$ cat config.mk
export PLATFORM = sky130hd
export DESIGN_NAME = charge_session_ctrl_flat
export DESIGN_NICKNAME = d
export VERILOG_FILES = /design/src/rtl/charge_session_ctrl_if.sv /design/src/rtl/charge_session_ctrl.sv /design/src/flat_wrapper.sv
export SDC_FILE = /design/constraint.sdc
export NUM_CORES = 1
export LEC_CHECK = 0
export ABC_AREA = 1
export CELL_PAD_IN_SITES_DETAIL_PLACEMENT = 1
export CELL_PAD_IN_SITES_GLOBAL_PLACEMENT = 2
export CORE_MARGIN = 2
export CORE_UTILIZATION = 31
export DETAILED_ROUTE_END_ITERATION = 12
export GPL_TIMING_DRIVEN = 0
export PLACE_DENSITY = 0.9
export SKIP_CTS_REPAIR_TIMING = 1
export SLEW_MARGIN = 25
export SYNTH_ARGS = -nofsm -noshare
export SYNTH_HDL_FRONTEND = slang
export SYNTH_SLANG_ARGS = --single-unit
$ cat constraint.sdc
create_clock -name CLK -period 3 [get_ports CLK]
set_clock_uncertainty 0.05 [all_clocks]
set_input_delay 0.75 -clock CLK [delete_from_list [all_inputs] [get_ports CLK]]
set_output_delay 0.75 -clock CLK [all_outputs]
set_load 0.01 [all_outputs]
$ cat src/rtl/charge_session_ctrl_if.sv
// Keypad-scanner key bus and session status toward the charging output/display block.
interface charge_session_ctrl_if;
   logic        key_valid;
   logic [4:0]  key_num;
   logic        key_start;
   logic        key_clear;
   logic        key_enter;
   logic [1:0]  state;
   logic [3:0]  amt_tens;
   logic [3:0]  amt_ones;
   logic [15:0] rem_sec;
   logic        charging;
   logic        done;

   modport master (
      output key_valid, key_num, key_start, key_clear, key_enter,
      input  state, amt_tens, amt_ones, rem_sec, charging, done
   );

   modport slave (
      input  key_valid, key_num, key_start, key_clear, key_enter,
      output state, amt_tens, amt_ones, rem_sec, charging, done
   );
endinterface

$ cat src/rtl/charge_session_ctrl.sv
// Charging session sequencer: idle, 2-digit amount entry, timed countdown, done.
// Optional macro AUTO_TIMEOUT_EN aborts a stalled amount entry after IDLE_TIMEOUT seconds.
module charge_session_ctrl #(
   parameter int TICK_DIV     = 1000,
   parameter int SEC_PER_UNIT = 2
`ifdef AUTO_TIMEOUT_EN
   , parameter int IDLE_TIMEOUT = 10
`endif
) (
   input  logic                CLK,
   input  logic                RST_N,
   charge_session_ctrl_if.slave bus
);

   typedef enum logic [1:0] {
      S_IDLE   = 2'd0,
      S_ENTRY  = 2'd1,
      S_CHARGE = 2'd2,
      S_DONE   = 2'd3
   } state_t;

   localparam int              PW      = (TICK_DIV > 1) ? $clog2(TICK_DIV) : 1;
   localparam logic [PW-1:0]   PRE_MAX = PW'(TICK_DIV - 1);
   localparam logic [15:0]     SPU     = 16'(SEC_PER_UNIT);

   state_t        st, st_n;
   logic [3:0]    tens, tens_n;
   logic [3:0]    ones, ones_n;
   logic [1:0]    cnt, cnt_n;
   logic [15:0]   rem, rem_n;
   logic [PW-1:0] pre, pre_n;
   logic          sync1, sync2, sync3, key_evt;
   logic          do_clear, do_enter, do_start, do_digit;
   logic          tick;
   logic [15:0]   amt_bin;

`ifdef AUTO_TIMEOUT_EN
   localparam int            TW     = $clog2(IDLE_TIMEOUT + 1);
   localparam logic [TW-1:0] TO_MAX = TW'(IDLE_TIMEOUT - 1);
   logic [TW-1:0] to_cnt, to_n;
`endif

   // key_evt is registered so the key takes effect on the 4th edge after key_valid is seen high
   always_ff @(posedge CLK or negedge RST_N) begin
      if (!RST_N) begin
         sync1   <= 1'b0;
         sync2   <= 1'b0;
         sync3   <= 1'b0;
         key_evt <= 1'b0;
      end else begin
         sync1   <= bus.key_valid;
         sync2   <= sync1;
         sync3   <= sync2;
         key_evt <= sync2 & ~sync3;
      end
   end

   assign do_clear = key_evt & bus.key_clear;
   assign do_enter = key_evt & ~bus.key_clear & bus.key_enter;
   assign do_start = key_evt & ~bus.key_clear & ~bus.key_enter & bus.key_start;
   assign do_digit = key_evt & ~bus.key_clear & ~bus.key_enter & ~bus.key_start
                     & (bus.key_num <= 5'd9);

   assign tick    = (pre == PRE_MAX);
   assign amt_bin = {12'd0, tens} * 16'd10 + {12'd0, ones};

   always_comb begin
      st_n   = st;
      tens_n = tens;
      ones_n = ones;
      cnt_n  = cnt;
      rem_n  = rem;
      pre_n  = pre;
`ifdef AUTO_TIMEOUT_EN
      to_n   = to_cnt;
`endif
      unique case (st)
         S_IDLE: begin
            if (do_start) begin
               st_n   = S_ENTRY;
               tens_n = 4'd0;
               ones_n = 4'd0;
               cnt_n  = 2'd0;
               pre_n  = '0;
            end
         end
         S_ENTRY: begin
`ifdef AUTO_TIMEOUT_EN
            // Prescaler doubles as the seconds base for the entry timeout
            if (key_evt) begin
               pre_n = '0;
               to_n  = '0;
            end else if (tick) begin
               pre_n = '0;
               if (to_cnt == TO_MAX) begin
                  st_n   = S_IDLE;
                  tens_n = 4'd0;
                  ones_n = 4'd0;
                  cnt_n  = 2'd0;
                  to_n   = '0;
               end else begin
                  to_n = to_cnt + TW'(1);
               end
            end else begin
               pre_n = pre + PW'(1);
            end
`endif
            if (do_clear) begin
               tens_n = 4'd0;
               ones_n = 4'd0;
               cnt_n  = 2'd0;
            end else if (do_enter && (amt_bin != 16'd0)) begin
               rem_n = amt_bin * SPU;
               pre_n = '0;
               st_n  = S_CHARGE;
            end else if (do_digit && (cnt != 2'd2)) begin
               tens_n = ones;
               ones_n = bus.key_num[3:0];
               cnt_n  = cnt + 2'd1;
            end
         end
         S_CHARGE: begin
            if (tick) begin
               pre_n = '0;
               rem_n = rem - 16'd1;
               if (rem == 16'd1) begin
                  st_n = S_DONE;
               end
            end else begin
               pre_n = pre + PW'(1);
            end
            // An abort wins over a final tick landing on the same edge
            if (do_clear) begin
               st_n   = S_IDLE;
               rem_n  = 16'd0;
               tens_n = 4'd0;
               ones_n = 4'd0;
               cnt_n  = 2'd0;
               pre_n  = '0;
            end
         end
         S_DONE: begin
            if (do_clear) begin
               st_n   = S_IDLE;
               tens_n = 4'd0;
               ones_n = 4'd0;
               cnt_n  = 2'd0;
            end else if (do_start) begin
               st_n   = S_ENTRY;
               tens_n = 4'd0;
               ones_n = 4'd0;
               cnt_n  = 2'd0;
               pre_n  = '0;
            end
         end
         default: st_n = S_IDLE;
      endcase
`ifdef AUTO_TIMEOUT_EN
      if (st != S_ENTRY) begin
         to_n = '0;
      end
`endif
   end

   always_ff @(posedge CLK or negedge RST_N) begin
      if (!RST_N) begin
         st   <= S_IDLE;
         tens <= 4'd0;
         ones <= 4'd0;
         cnt  <= 2'd0;
         rem  <= 16'd0;
         pre  <= '0;
`ifdef AUTO_TIMEOUT_EN
         to_cnt <= '0;
`endif
      end else begin
         st   <= st_n;
         tens <= tens_n;
         ones <= ones_n;
         cnt  <= cnt_n;
         rem  <= rem_n;
         pre  <= pre_n;
`ifdef AUTO_TIMEOUT_EN
         to_cnt <= to_n;
`endif
      end
   end

   assign bus.state    = st;
   assign bus.amt_tens = tens;
   assign bus.amt_ones = ones;
   assign bus.rem_sec  = rem;
   assign bus.charging = (st == S_CHARGE);
   assign bus.done     = (st == S_DONE);

endmodule

$ cat src/flat_wrapper.sv
// flat-port wrapper written by rule: the top's interface ports become plain ports
module charge_session_ctrl_flat 
#(
   parameter int TICK_DIV     = 1000,
   parameter int SEC_PER_UNIT = 2

)
  (CLK, RST_N, bus_key_valid, bus_key_num, bus_key_start, bus_key_clear, bus_key_enter, bus_state, bus_amt_tens, bus_amt_ones, bus_rem_sec, bus_charging, bus_done);
  charge_session_ctrl_if bus_i ();
  input  logic CLK;
  input  logic RST_N;
  input wire logic [$bits(bus_i.key_valid)-1:0] bus_key_valid;
  input wire logic [$bits(bus_i.key_num)-1:0] bus_key_num;
  input wire logic [$bits(bus_i.key_start)-1:0] bus_key_start;
  input wire logic [$bits(bus_i.key_clear)-1:0] bus_key_clear;
  input wire logic [$bits(bus_i.key_enter)-1:0] bus_key_enter;
  output wire logic [$bits(bus_i.state)-1:0] bus_state;
  output wire logic [$bits(bus_i.amt_tens)-1:0] bus_amt_tens;
  output wire logic [$bits(bus_i.amt_ones)-1:0] bus_amt_ones;
  output wire logic [$bits(bus_i.rem_sec)-1:0] bus_rem_sec;
  output wire logic [$bits(bus_i.charging)-1:0] bus_charging;
  output wire logic [$bits(bus_i.done)-1:0] bus_done;
  assign bus_i.key_valid = bus_key_valid;
  assign bus_i.key_num = bus_key_num;
  assign bus_i.key_start = bus_key_start;
  assign bus_i.key_clear = bus_key_clear;
  assign bus_i.key_enter = bus_key_enter;
  assign bus_state = bus_i.state;
  assign bus_amt_tens = bus_i.amt_tens;
  assign bus_amt_ones = bus_i.amt_ones;
  assign bus_rem_sec = bus_i.rem_sec;
  assign bus_charging = bus_i.charging;
  assign bus_done = bus_i.done;
  charge_session_ctrl #(.TICK_DIV(TICK_DIV), .SEC_PER_UNIT(SEC_PER_UNIT)) u_core (.CLK(CLK), .RST_N(RST_N), .bus(bus_i));
endmodule
==> impl_metrics.csv <==
group,metric,value,unit
outcome,status,"finished clean",
worst_setup_path,setup.worst_path.start,"u_core.bus.amt_tens[1]",
logic_synthesis,synth_flop_cell,"dfrtp_1",
worst_setup_path,r2r_end,"u_core.bus.rem_sec[9]",
logic_synthesis,synth_seq_cells,42,
worst_setup_path,cp_max_fo,5,
power_and_ir_drop,p_per_area,973,mW/mm2
cells_and_area,register_area,0.00105,mm2
floorplan,die_h,99.6,um
drt,first_pass_iters,4,
logic_synthesis,yosysTopAreaCell,"dfrtp_1",
floorplan,die-area,0.00993,mm2
worst_setup_path,worst-r2r-cell-count,16,
drt,routed_wl,8390,um
global_route,use_met1,0.244,
floorplan,num_rows,34,
sta,setup_violations,0,
place,gp_congestion,0.809,
place,place_ws,-4.82,ps
clock_tree,cts.sinks,42,
sta,tightest_slew,567,ps
worst_setup_path,startpoint_type,"register",
worst_setup_path,cp_slowest_cell,"fa_1",
worst_hold_path,hold_class,"reg2reg",
worst_hold_path,whs_path_depth,0,
logic_synthesis,synth_top_area_frac,0.371,
place,port_buffers,38,
cells_and_area,multi_input_area,0.00157,mm2
drt,drc_errors,0,
floorplan,ioPinCount,39,
worst_setup_path,path_cells,"ha_4 > ha_2 > fa_1 > nand2_2 > inv_2 > nand2_1 > nand2_1 > nand3_1 > nor2_1 > nand2_1 > nand2_1 > nand2_2 > buf_6 > buf_4 > nand3_1 > nand2_1",
logic_synthesis,synthTopCellsByCount,"nand2_1, nand3_1, inv_1, nor2_1, dfrtp_1",
global_route,met3_usage,0.0218,
global_route,grt_busiest_layer,"met2",
logic_synthesis,synth-async-reset-ratio,1.00,
clock_tree,htree_levels,2,
sta,holdWs,307,ps
worst_setup_path,timing.rr.start,"u_core.bus.amt_tens[1]",
sta,fin_crit_sh,0.928,
worst_setup_path,r2r_slack,220,ps
global_route,grtUsageMet2,0.299,
drt,antenna_left,0,
worst_setup_path,crit_type,"reg2reg",
logic_synthesis,synth_nets,432,
worst_setup_path,cp_top_family,"adder cells",
cells_and_area,nets,485,
worst_setup_path,path_buf_inv,3,
worst_setup_path,critPathArrivalTime,2930,ps
global_route,grtUsageTotal,0.177,
worst_setup_path,cp.depth,16,
logic_synthesis,syn_area,0.00284,mm2
logic_synthesis,yosysSeqAreaShare,0.371,
place,hpwl,6280,um
logic_synthesis,yosysMostFrequentCell,"nand2_1",
logic_synthesis,ys.warnings.count,0,
logic_synthesis,post_synth.cell_area_avg,6.95,um2
sta,fin_ws,217,ps
drt,dr.first_iter.drc_count,91,
logic_synthesis,netlist_instances,408,
logic_synthesis,synth_cell_types,35,
cells_and_area,area_growth,25.9,%
sta,fin_crit,2780,ps
logic_synthesis,synth_edf_count,0,
cells_and_area,stdcell_area,0.00357,mm2
worst_setup_path,end_kind,"register",
sta,drv_slew,0,
worst_setup_path,cp_common_cell,"nand2_1",
power_and_ir_drop,vdd_drop_max,0.504,mV
sta,fmax,0.359,GHz
job,max-cap-violations,0,
place,placed_cell_area,0.00337,mm2
global_route,grt_pass1_vias,2856,
clock_tree,clock_tree.buffer_depth,2,
worst_setup_path,worstPathRequired,3150,ps
floorplan,die_x,99.6,um
drt,drt-vias-per-instance,5.02,
place,place_inst,555,
cells_and_area,instances_no_fill,570,
floorplan,initial_core_util,0.322,
sta,hold_viol_final,0,
floorplan,core_region_area,0.00881,mm2
global_route,grt_pass1_wl,14200,um
clock_tree,clkLatencyLatePin,310,ps
cells_and_area,antennaDiodeCount,0,
worst_hold_path,hold_end,"u_core.sync2",
cells_and_area,drive_gt1_frac,0.0952,
worst_setup_path,cp_slowest_stage_delay,550,ps
clock_tree,cts_tree,"done",
global_route,grt_overflow,0,
global_route,antenna_found_initial,0,
clock_tree,cts_buffers,5,
cells_and_area,nFillCells,1099,
worst_hold_path,hold_start,"u_core.sync1",
drt,wl_per_cell,14.7,um
clock_tree,root_buffer,"clkbuf_8",
drt,dr_total_vias,2862,
global_route,grt_max_degree,23,
sta,slew_headroom,0.619,
logic_synthesis,synthTopCellsByArea,"dfrtp_1, nand2_1, nand3_1, inv_1, nor2_1",
power_and_ir_drop,p_leak,1.83,nW
clock_tree,clkTransAtPathRegs,90,ps
## layout by cell type, fill, tap and decap left out, types with 2 or more instances in the layout
| master | n |
|---|---|
| fa_1 | 2 |
| o21ai_0 | 13 |
| nand2_2 | 3 |
| a31oi_1 | 3 |
| ha_1 | 9 |
| inv_2 | 3 |
| dfrtp_2 | 2 |
| clkdlybuf4s50_1 | 37 |
| a21oi_2 | 2 |
| xor2_1 | 8 |
| dfrtp_1 | 40 |
| buf_4 | 8 |
| nand2_1 | 123 |
| nor3_1 | 4 |
| o22ai_1 | 4 |
| xnor2_1 | 3 |
| nand3_1 | 53 |
| nand4_1 | 7 |
| nand2_4 | 2 |
| a41oi_1 | 2 |
| nor2_1 | 46 |
| buf_2 | 5 |
| inv_1 | 47 |
| or2_2 | 5 |
| clkbuf_8 | 5 |
| clkinvlp_4 | 2 |
| a21oi_1 | 7 |
| buf_6 | 2 |
## power by group
part	internal (W)	total [W]	switching [W]
sequential	0.000730	0.000963	0.000233
clock	0.000248	0.000474	0.000226
combinational	0.000834	0.00204	0.00120
total	0.00181	0.00347	0.00166
## per-stage QoR
stage | TNS [ps] | util | power [W]
finish | 0 | 0.406 | 0.00347
global route | -0.840 | 0.406 | 0.00381
CTS | -218 | 0.396 | 0.00343
floorplan | 0 | - | 0.00218
global placement | -3210 | 0.381 | 0.00287
detailed placement | -4.82 | 0.383 | 0.00293
## how the worst max path moves through the flow
stage | endpoint | slack, ps
2_1_floorplan | u_core.bus.rem_sec[12] | 350
3_3_place_gp | u_core.bus.rem_sec[11] | -80
3_5_place_dp | u_core.bus.rem_sec[15] | -5
4_1_cts | u_core.bus.rem_sec[15] | -40
5_1_grt | u_core.bus.rem_sec[0] | -0.8
6_report | u_core.bus.rem_sec[9] | 220
## worst register-to-register path: stages (launching register included)
cell     delay, ps
dfrtp_2        470
ha_4           250
ha_2           190
fa_1           550
nand2_2         80
inv_2           80
nand2_1         60
nand2_1        100
nand3_1         80
nor2_1         100
nand2_1         80
nand2_1         80
nand2_2         70
buf_6          160
buf_4          150
nand3_1         70
nand2_1         60
## state kept, by name, summed over array words and instances (netlist names)
register and flops:
u_core.key_evt 1, u_core.cnt 2, u_core.sync3 1, u_core.sync2 1
u_core.pre 10, u_core.bus.amt_ones 4, u_core.bus.amt_tens 4, u_core.bus.state 2
u_core.bus.rem_sec 16, u_core.sync1 1
## final cells by class
type	count	area share
Multi-Input combinational cell	307	0.439
Sequential cell	42	0.295
Timing Repair Buffer	46	0.128
Inverter	50	0.0526
Tap cell	108	0.0378
Clock buffer	5	0.0193
Buffer	9	0.0165
Clock inverter	3	0.0126
## logic make-up after synthesis
kind of cell,share of synthesized area
AOI/OAI and AO/OA,0.0772
buffers and inverters,0.0869
xor gates and xnor gates,0.0340
adders and majority gates,0.0627
DFF,0.371
and+or+nand+nor,0.368
## metal layers
metal  up-vias  share of wire
met5         -              0
met2        35           0.49
met3         9          0.025
met4         0          0.013
met1      1405           0.47
li1       1413              -
Power figures use the tool's default switching activity.
==> edit 1, RTL diff (same settings) <==
`TICK_DIV` is set to 1000 in 2 places; all go to 2000.
--- a/src/rtl/charge_session_ctrl.sv
+++ b/src/rtl/charge_session_ctrl.sv
@@ -2,5 +2,5 @@
 // Optional macro AUTO_TIMEOUT_EN aborts a stalled amount entry after IDLE_TIMEOUT seconds.
 module charge_session_ctrl #(
-   parameter int TICK_DIV     = 1000,
+   parameter int TICK_DIV     = 2000,
    parameter int SEC_PER_UNIT = 2
 `ifdef AUTO_TIMEOUT_EN
--- a/src/flat_wrapper.sv
+++ b/src/flat_wrapper.sv
@@ -2,5 +2,5 @@
 module charge_session_ctrl_flat 
 #(
-   parameter int TICK_DIV     = 1000,
+   parameter int TICK_DIV     = 2000,
    parameter int SEC_PER_UNIT = 2
 
Function: same outputs for any inputs over 10 cycles, from zero or initial values and one cycle with RST_N low; that may be too few to reach the edited logic, so the function may still have changed.
==> edit 1 against the unedited design <==
Setup slack got worse by 6.7 ps. Combinational power fell by 34%. Synthesized area rose by 7.4%. Die area rose by 7.1%. Design area rose by 5.7%. Sequential cell count rose by 1. Power fell by 22%. Routed wire length rose by 8.3%. Final cell count rose by 8.2%. Clock power fell by 20%. Critical path type is now reg2out.
==> edit 1: results (changes against the unedited design) <==
| Metric | Value |
|---|---|
| Sequential area share after synthesis | 35.3% (was 37.1%) |
| Top post-synthesis cells by count | 123 x nand2_1, 52 x inv_1, 52 x nand3_1 (was 125 x nand2_1, 53 x nand3_1, 48 x inv_1) |
| Final-layout fill cell count | 1247 (was 1099) |
| P_leak | 1.86 nW (was 1.83 nW) |
| Avg Vias per Cell | 4.90 (was 5.02) |
| Iter 0 DRT Violations | 94 (was 91) |
| Dominant cells by area after synthesis | dfrtp_1 35%, nand2_1 15%, nand3_1 8.5%, inv_1 6.4%, nor2_1 5.3% (was dfrtp_1 37%, nand2_1 17%, nand3_1 9.4%, inv_1 6.4%, nor2_1 6.1%) |
| Total GRT Usage | 18.0% (was 17.7%) |
| Routed length on met1 | 4.26 mm (was 3.94 mm) |
| Post-placement cell area | 0.00364 mm2 (was 0.00337 mm2) |
| Type of the tightest min-delay check | in2async (was reg2reg) |
| Pre-CTS WS | 4.20 ps (was -4.82 ps) |
| Final RePlAce weighted congestion | 0.798 (was 0.809) |
| Outcome | complete, no violations (unchanged) |
| Critical Path Source | u_core.bus.state[1] (was u_core.bus.amt_tens[1]) |
| Pin count of the biggest net entering global routing | 21 (was 23) |
| Wire length of the first global-routing pass | 15.0 mm (was 14.2 mm) |
| Wire length on met3 | 193 um (was 211 um) |
| Dominant delay contributor by cell family on the critical path | buffers and inverters (was adder cells) |
| HPWL after detailed placement | 6.97 mm (was 6.28 mm) |
| Destination of the critical timing path | bus_charging (was u_core.bus.rem_sec[9]) |
| Final period util | 93.0% (was 92.8%) |
| Ratio of cells with drive above 1 in the final layout | 8.68% (was 9.52%) |
| Synth unique cells | 38 (was 35) |
| Final routed wirelength across all metal layers | 9.09 mm (was 8.39 mm) |
| CP max FO | 10 (was 5) |
edit 1: metal layers:
layer	global-route usage, %	up-vias
li1	-	1514
met1	23.6	1474
met2	31.7	29
met3	2.51	7
met4	3.74	0
met5	0	-
edit 1: how the worst min path moves through the flow:
stage,cells past startpoint,end,slack (ps),startpoint
after floorplan,0,u_core.sync2,280,u_core.sync1
after global placement,0,u_core.sync2,280,u_core.sync1
after detailed placement,0,u_core.sync2,290,u_core.sync1
after CTS,1,u_core.bus.rem_sec[7],280,RST_N
after global routing,1,u_core.bus.rem_sec[7],290,RST_N
final,1,u_core.bus.rem_sec[7],280,RST_N
edit 1: layout make-up:
class	count	area (um2)	area share, %
buffer	10	62.6	1.66
sequential	43	1080	28.6
tap	133	166	4.41
clock inverter	2	12.5	0.331
timing repair buffer	44	460	12.2
inverter	52	195	5.17
clock buffer	6	72.6	1.92
multi-input combinational	327	1730	45.7
edit 1: cells by family (layout without fill, tap and decap cells):
kind of cell | Yosys count | after routing | synth area share [%]
and+or+nand+nor | 261 | 261 | 38.5
xor gates and xnor gates | 12 | 12 | 3.45
buffers and inverters | 62 | 114 | 8.43
DFF | 43 | 43 | 35.3
AOI/OAI and AO/OA | 41 | 41 | 8.43
adders and majority gates | 13 | 13 | 5.84
edit 1: per-stage QoR:
| stage | utilization, % | std cells |
|---|---|---|
| 2_1_floorplan | - | 432 |
| 3_3_place_gp | 37.3 | 603 |
| 3_5_place_dp | 37.8 | 605 |
| 4_1_cts | 38.7 | 613 |
| 5_1_grt | 39.2 | 617 |
| 6_report | 39.2 | 617 |
edit 1: where the power goes:
| group | internal [mW] | total, mW | switching (mW) |
|---|---|---|---|
| Combinational | 0.609 | 1.35 | 0.739 |
| Clock | 0.163 | 0.380 | 0.217 |
| Sequential | 0.735 | 0.970 | 0.235 |
==> edit 2, RTL diff (same settings) <==
Without the edit above. Make the reset (`RST_N`) synchronous in 2 clocked blocks.
--- a/src/rtl/charge_session_ctrl.sv
+++ b/src/rtl/charge_session_ctrl.sv
@@ -42,5 +42,5 @@
 
    // key_evt is registered so the key takes effect on the 4th edge after key_valid is seen high
-   always_ff @(posedge CLK or negedge RST_N) begin
+   always_ff @(posedge CLK) begin
       if (!RST_N) begin
          sync1   <= 1'b0;
@@ -163,5 +163,5 @@
    end
 
-   always_ff @(posedge CLK or negedge RST_N) begin
+   always_ff @(posedge CLK) begin
       if (!RST_N) begin
          st   <= S_IDLE;
Formal check against the unedited RTL: differs if RST_N is asserted again (counterexample within 10 cycles, from zero or initial values and one cycle with RST_N low); with RST_N held inactive, the same outputs for 10 cycles.
==> edit 2 against the unedited design <==
Maximum frequency is 2.9% higher. Sequential cell count stayed put. Combinational power is 43% lower. First-iteration DRC count is 26% lower. Routed wire length is 2.6% lower. Setup slack better by 78 ps. Design area is 5.7% lower. Synthesized area is 3.4% lower. Power is 32% lower. Clock power is 3% lower. Final cell count is 0.53% higher.
==> edit 2: results (changes against the unedited design) <==
| Metric | Value |
|---|---|
| Count of sequential standard cells | 42 (unchanged) |
| Top post-synthesis cells by count | 89 x nand2_1, 63 x nor2_1, 42 x dfxtp_1 (was 125 x nand2_1, 53 x nand3_1, 48 x inv_1) |
| Ratio of cells with drive above 1 in the final layout | 7.74% (was 9.52%) |
| Launch point of the worst reg-to-reg path | u_core.bus.amt_tens[1] (unchanged) |
| Multi-input comb cells | 322 (was 307) |
| Worst hold path startpoint | u_core.sync3 (was u_core.sync1) |
| End of the worst register-to-register path | u_core.bus.rem_sec[11] (was u_core.bus.rem_sec[9]) |
| Non-clock buffer contribution to total cell area | 13.3% (was 14.4%) |
| Pin count of the biggest net entering global routing | 14 (was 23) |
| CP max FO | 10 (was 5) |
| Cells on worst reg2reg path | 15 (was 16) |
| Hold depth | 1 (was 0) |
| Total GRT Usage | 17.5% (was 17.7%) |
| Pre-CTS WS | 155 ps (was -4.82 ps) |
| Signal buffers | 48 (was 55) |
| Cell total after placement | 565 (was 555) |
| Final routed wirelength across all metal layers | 8.17 mm (was 8.39 mm) |
| Synth unique cells | 38 (was 35) |
| Inverters, non-clock | 45 (was 50) |
| Wire length of the first global-routing pass | 14.0 mm (was 14.2 mm) |
| Proportion of cell area occupied by multi-input gates | 49.3% (was 43.9%) |
| Hold worst-path end | u_core.key_evt (was u_core.sync2) |
| Synthesized-area fraction occupied by adder cells | 6.49% (was 6.27%) |
| Async set-or-reset flop fraction in the synthesized netlist | 0% (was 100%) |
| Iter 0 DRT Violations | 67 (was 91) |
| Area added between synthesis and finish | 23.0% (was 25.9%) |
| Max-slew headroom | 60.9% (was 61.9%) |
| Post-DR wirelength/cell | 14.3 um (was 14.7 um) |
| Critical path arrival | 2860 ps (was 2930 ps) |
| Layout net count | 488 (was 485) |
| Final RePlAce weighted congestion | 0.768 (was 0.809) |
| Outcome | complete, no violations (unchanged) |
| Register area | 846 um2 (was 0.00105 mm2) |
| Dominant cells by area after synthesis | dfxtp_1 31%, nand2_1 12%, nor2_1 8.6%, nand3_1 5.7%, a21oi_1 5.5% (was dfrtp_1 37%, nand2_1 17%, nand3_1 9.4%, inv_1 6.4%, nor2_1 6.1%) |
| Worst-case register-to-register setup slack | 300 ps (was 220 ps) |
==> edit 2: cell count changes after synthesis, moves of 14 or more <==
cell,before,now
a21oi_1,8,30
dfrtp_1,42,0
dfxtp_1,0,42
nand2_1,125,89
nand3_1,53,31
nor2_1,46,63
o21ai_0,13,27
==> edit 2: power breakdown <==
group          leakage (nW)  switching, mW  internal [mW]
combinational          1.03          0.711          0.453
clock                0.0579          0.214          0.245
sequential            0.342          0.104          0.632
==> edit 2: critical path, stage by stage, from the launching register on <==
cell     delay (ps)
dfxtp_2         360
ha_1            300
ha_1            230
fa_1            520
nand2_2         100
inv_2            90
nand2_1          50
nand2_1         100
nand3_1          80
nor2_1           90
nand2_1         110
nand3_2         100
nand2_4          80
buf_6           150
a21oi_1         140
nor2_1           50
==> edit 2: metal layers <==
layer	vias to the layer above	GRT usage [%]	wire length [um]
met3	6	2.43	171
met5	-	0	0
li1	1474	-	-
met1	1397	23.1	3880
met2	29	30.6	4050
met4	0	3.63	68
